File: config.mk
export PLATFORM = sky130hd
export DESIGN_NAME = counter_flat
export DESIGN_NICKNAME = d
export VERILOG_FILES = /design/src/rtl/counter_if.sv /design/src/rtl/counter.sv /design/src/flat_wrapper.sv
export SDC_FILE = /design/constraint.sdc
export NUM_CORES = 1
export LEC_CHECK = 0
export CAP_MARGIN = 15
export CORE_MARGIN = 4
export CORE_UTILIZATION = 44
export CTS_CLUSTER_DIAMETER = 150
export DETAILED_ROUTE_END_ITERATION = 7
export PLACE_DENSITY_LB_ADDON = 0.25
export SYNTH_ARGS = -nofsm -noshare
export SYNTH_HDL_FRONTEND = slang
export SYNTH_SLANG_ARGS = --single-unit
File: constraint.sdc
create_clock -name clk -period 3.3 [get_ports clk]
set_input_delay 0.66 -clock clk [delete_from_list [all_inputs] [get_ports clk]]
set_output_delay 0.66 -clock clk [all_outputs]
set_load 0.03 [all_outputs]
File: src/rtl/counter_if.sv
// Status bundle driven by the counter timebase.
// Optional parity signal present only when COUNTER_PARITY_EN is defined.
interface counter_if #(
    parameter int unsigned WIDTH       = 4,
    parameter int unsigned WRAPS_WIDTH = 8
);
    logic [WIDTH-1:0]       count;
    logic [WIDTH-1:0]       count_gray;
    logic                   tc;
    logic                   wrap;
    logic [WRAPS_WIDTH-1:0] wraps;
`ifdef COUNTER_PARITY_EN
    logic                   parity;
`endif

    modport master (
        output count,
        output count_gray,
        output tc,
        output wrap,
`ifdef COUNTER_PARITY_EN
        output parity,
`endif
        output wraps
    );

    modport slave (
        input count,
        input count_gray,
        input tc,
        input wrap,
`ifdef COUNTER_PARITY_EN
        input parity,
`endif
        input wraps
    );
endinterface

File: src/rtl/counter.sv
// Free-running modulo up-counter used as a timebase / event sequencer.
// Wraps to 0 after MAX_VALUE, pulses wrap on the cycle after each wrap and
// keeps a saturating count of wraps since reset.
// Optional feature: define COUNTER_PARITY_EN to add a registered even-parity
// output that always equals ^count.
module counter #(
    parameter int unsigned WIDTH       = 4,
    parameter int unsigned MAX_VALUE   = 2**WIDTH-1,
    parameter int unsigned WRAPS_WIDTH = 8
) (
    input  logic      clk,
    input  logic      rst,      // asynchronous, active-low
    counter_if.master cnt_bus
);
    localparam logic [WIDTH-1:0] MAX_V = WIDTH'(MAX_VALUE);

    logic [WIDTH-1:0]       count_q;
    logic [WIDTH-1:0]       count_d;
    logic                   tc;
    logic                   wrap_q;
    logic [WRAPS_WIDTH-1:0] wraps_q;

    assign tc = (count_q == MAX_V);

    // Next count: wrap to zero at the terminal value, otherwise increment.
    always_comb begin
        count_d = count_q + WIDTH'(1);
        if (tc) begin
            count_d = '0;
        end
    end

    // Count, wrap pulse and saturating wrap counter.
    always_ff @(posedge clk or negedge rst) begin
        if (!rst) begin
            count_q <= '0;
            wrap_q  <= 1'b0;
            wraps_q <= '0;
        end else begin
            count_q <= count_d;
            wrap_q  <= tc;
            if (tc && (wraps_q != '1)) begin
                wraps_q <= wraps_q + WRAPS_WIDTH'(1);
            end
        end
    end

`ifdef COUNTER_PARITY_EN
    logic parity_q;

    // Parity is taken from the next count so it lands together with count.
    always_ff @(posedge clk or negedge rst) begin
        if (!rst) begin
            parity_q <= 1'b0;
        end else begin
            parity_q <= ^count_d;
        end
    end

    assign cnt_bus.parity = parity_q;
`endif

    assign cnt_bus.count      = count_q;
    assign cnt_bus.count_gray = count_q ^ (count_q >> 1);
    assign cnt_bus.tc         = tc;
    assign cnt_bus.wrap       = wrap_q;
    assign cnt_bus.wraps      = wraps_q;
endmodule

File: src/flat_wrapper.sv
// flat-port wrapper written by rule: the top's interface ports become plain ports
module counter_flat 
#(
    parameter int unsigned WIDTH       = 4,
    parameter int unsigned MAX_VALUE   = 2**WIDTH-1,
    parameter int unsigned WRAPS_WIDTH = 8
)
  (clk, rst, cnt_bus_count, cnt_bus_count_gray, cnt_bus_tc, cnt_bus_wrap, cnt_bus_wraps);
  counter_if #(.WIDTH(WIDTH), .WRAPS_WIDTH(WRAPS_WIDTH)) cnt_bus_i ();
  input  logic clk;
  input  logic rst;
  output wire logic [$bits(cnt_bus_i.count)-1:0] cnt_bus_count;
  output wire logic [$bits(cnt_bus_i.count_gray)-1:0] cnt_bus_count_gray;
  output wire logic [$bits(cnt_bus_i.tc)-1:0] cnt_bus_tc;
  output wire logic [$bits(cnt_bus_i.wrap)-1:0] cnt_bus_wrap;
  output wire logic [$bits(cnt_bus_i.wraps)-1:0] cnt_bus_wraps;
  assign cnt_bus_count = cnt_bus_i.count;
  assign cnt_bus_count_gray = cnt_bus_i.count_gray;
  assign cnt_bus_tc = cnt_bus_i.tc;
  assign cnt_bus_wrap = cnt_bus_i.wrap;
  assign cnt_bus_wraps = cnt_bus_i.wraps;
  counter #(.WIDTH(WIDTH), .MAX_VALUE(MAX_VALUE), .WRAPS_WIDTH(WRAPS_WIDTH)) u_core (.clk(clk), .rst(rst), .cnt_bus(cnt_bus_i));
endmodule
==> results.cfg <==
[outcome]
status = complete, no violations

[critical_path]
cp_data_arrival_time_ns = 1.94
path_max_fanout = 7
cp-end-kind = primary output
required_ns = 2.64
worstSetupStartpointType = register
worstSetupPathType = register to primary output

[cts]
clk_root_buffer_cell = clkbuf_4
clkSinkCount = 13
cts.htree.levels = 1
clk_path_buf_depth = 2
cts.clk_slew.worst_paths_ns = 0.07
clk_latency_ns = 0.28
post_cts_resized = 0
cts_tree = built
post_cts_buffers = 0
hold_buffers = 0
numCtsBuffers = 3

[die]
die_y_um = 46.0
num_io_pins = 20
die_area_um2 = 2110
std_cell_rows = 13
initial_core_util_pct = 47.6
die_w_um = 46.0
core_region_area_um2 = 1330

[timing]
period_minus_slack_ns = 2.60
slew_headroom_pct = 62.4
hold_viol = 0
rsz0062_at_grt = no
finalClockSkew_ns = 0.00241
fmax_mhz = 385
setup_tns_ns = 0
tightest_slew_ns = 0.562
setup_viol = 0
post-route-period-util_pct = 78.7
final_max_slew_viol_count = 0

[final_layout]
layout.nets = 82
final.fill_count = 110
diodes = 0
syn_to_final_growth_pct = 34.7
multi_input_area_um2 = 290
layoutNonFillerInstCount = 90
drive_gt1_share_pct = 12.0
seqCellArea_um2 = 325

[grt]
grt_usage_pct = 15.7
grt_overflow = 0
grtUsageMet2_pct = 23.9
grt_start_max_net_pins = 14
grt_pass1_vias = 480
met1_usage_pct = 17.7
top_usage_layer = met2
grt_first_pass_wirelength_um = 2220
use_met3_pct = 7.91
antenna_found_initial = 0

[yosys]
synth_area_per_cell_um2 = 11.7
synth_ff_type = dfrtp_1
yosys_warnings = 0
synthTopCellsByArea = dfrtp_1, ha_1, xor2_1, mux2_2, a211oi_2
yosys.area.top_type = dfrtp_1
syn-num-nets = 60
ys_types = 21
yosysMostFrequentCell = dfrtp_1
synth-seq-cells = 13
synth.cells.most_frequent = dfrtp_1, nor2_1, ha_1, xor2_1
synthArstFlopShare_pct = 100
syn-instance-count = 54
netlist_area_um2 = 634
synth_edf_count = 0
synth_top_area_share_pct = 51.3
seq_area_frac_synth_pct = 51.3

[power_and_ir_drop]
p_sw_share_pct = 19.8
seqPwrFrac_pct = 61.6
power_density_nw_per_um2 = 302
switchingPower_uw = 51.3
power.leakage_uw = 0.000379
p_clk_share_pct = 36.9
power.internal_uw = 207
combPwrFrac_pct = 1.5
vdd_drop_max_mv = 0.222

[route]
firstDrtPassIters = 2
antenna_left = 0
drt_iter0_markers = 5
drc_errors = 0
wl_per_cell_um = 14.0
drt-total-wl_um = 1260
routed_via_density = 5.21
vias = 469

[place]
io_buffers = 19
place_congestion = 0.706
dp.cells = 86
dpl.hpwl_um = 939

[job]
cap_violations = 0

[min_path]
worstHoldPathType = register to register
registers in the layout, indices dropped and copies added (netlist names):
signal	flops
u_core.cnt_bus.wrap	1
u_core.cnt_bus.count	4
u_core.cnt_bus.wraps	8
routing by layer:
| layer | vias up | routed length (um) | part of all wire, % |
|---|---|---|---|
| li1 | 234 | - | - |
| met1 | 220 | 534 | 42 |
| met2 | 11 | 610 | 48 |
| met3 | 4 | 85 | 6.8 |
| met4 | 0 | 27 | 2.1 |
| met5 | - | 0 | 0 |
kinds of logic after synthesis:
| logic type | synth area share [%] |
|---|---|
| XOR/XNOR | 8.28 |
| flip-flops | 51.3 |
| AO/OA/AOI/OAI | 7.49 |
| multiplexers | 5.33 |
| AND/OR/NAND/NOR | 16.8 |
| adder cells (fa/ha/maj) | 7.89 |
| buffers and inverters | 2.96 |
path summary, 6_finish.rpt:
path / from / end / slack, ns / depth (start not counted)
min in group asynchronous: rst / u_core.cnt_bus.count[3] / 0.74 / 1
min: u_core.cnt_bus.count[0] / u_core.cnt_bus.count[0] / 0.49 / 1
max reg2reg: u_core.cnt_bus.count[2] / u_core.cnt_bus.wraps[1] / 1.68 / 4
max in group asynchronous: rst / u_core.cnt_bus.wraps[5] / 2.19 / 1
max: u_core.cnt_bus.count[3] / cnt_bus_tc / 0.70 / 3
min reg2reg: u_core.cnt_bus.count[0] / u_core.cnt_bus.count[0] / 0.49 / 1
area by class of cell:
| type | count | area share [%] |
|---|---|---|
| clock buffers | 4 | 3.07 |
| inverters | 1 | 0.439 |
| multi-input cells | 38 | 34.0 |
| flip-flops and latches | 13 | 38.1 |
| well taps | 15 | 2.20 |
| repair buffers | 19 | 22.3 |
worst max-delay path, stage by stage, from the launching register on:
cell and delay, ns:
dfrtp_1 0.41, ha_1 0.23, and2_1 0.30, clkdlybuf4s50_1 0.73
through the flow:
step / hold slack (ns) / cell area [um2] / power (uW) / util, % / worst slack (ns)
6_report: 0.489 / 855 / 258 / 64.1 / 0.701
5_1_grt: 0.539 / 855 / 277 / 64.1 / 0.583
4_1_cts: 0.497 / 855 / 262 / 64.1 / 0.693
3_5_place_dp: 0.487 / 828 / 167 / 62.1 / 1.00
3_3_place_gp: 0.470 / 828 / 167 / 62.1 / 1.06
2_1_floorplan: 0.364 / 634 / 162 / - / 1.53
power groups by stage:
stage	Sequential, uW	Clock (uW)	Combinational [uW]
floorplan	162	0	0.000139
global placement	162	0	4.24
detailed placement	162	0	4.28
CTS	159	98.3	4.30
global route	159	113	4.72
finish	159	95.4	3.90
cell usage in the layout, fill, tap and decap left out, types with 2 or more instances in the layout:
cell type         n
nand2_1           2
mux2_2            3
xor2_1            4
clkdlybuf4s50_1  19
clkbuf_4          3
xnor2_1           2
a211oi_2          2
a21oi_1           2
nand3_1           3
dfrtp_1          13
nand4_1           3
nor2_1            5
ha_1              4
No activity file was read; power rests on OpenSTA's default activity.
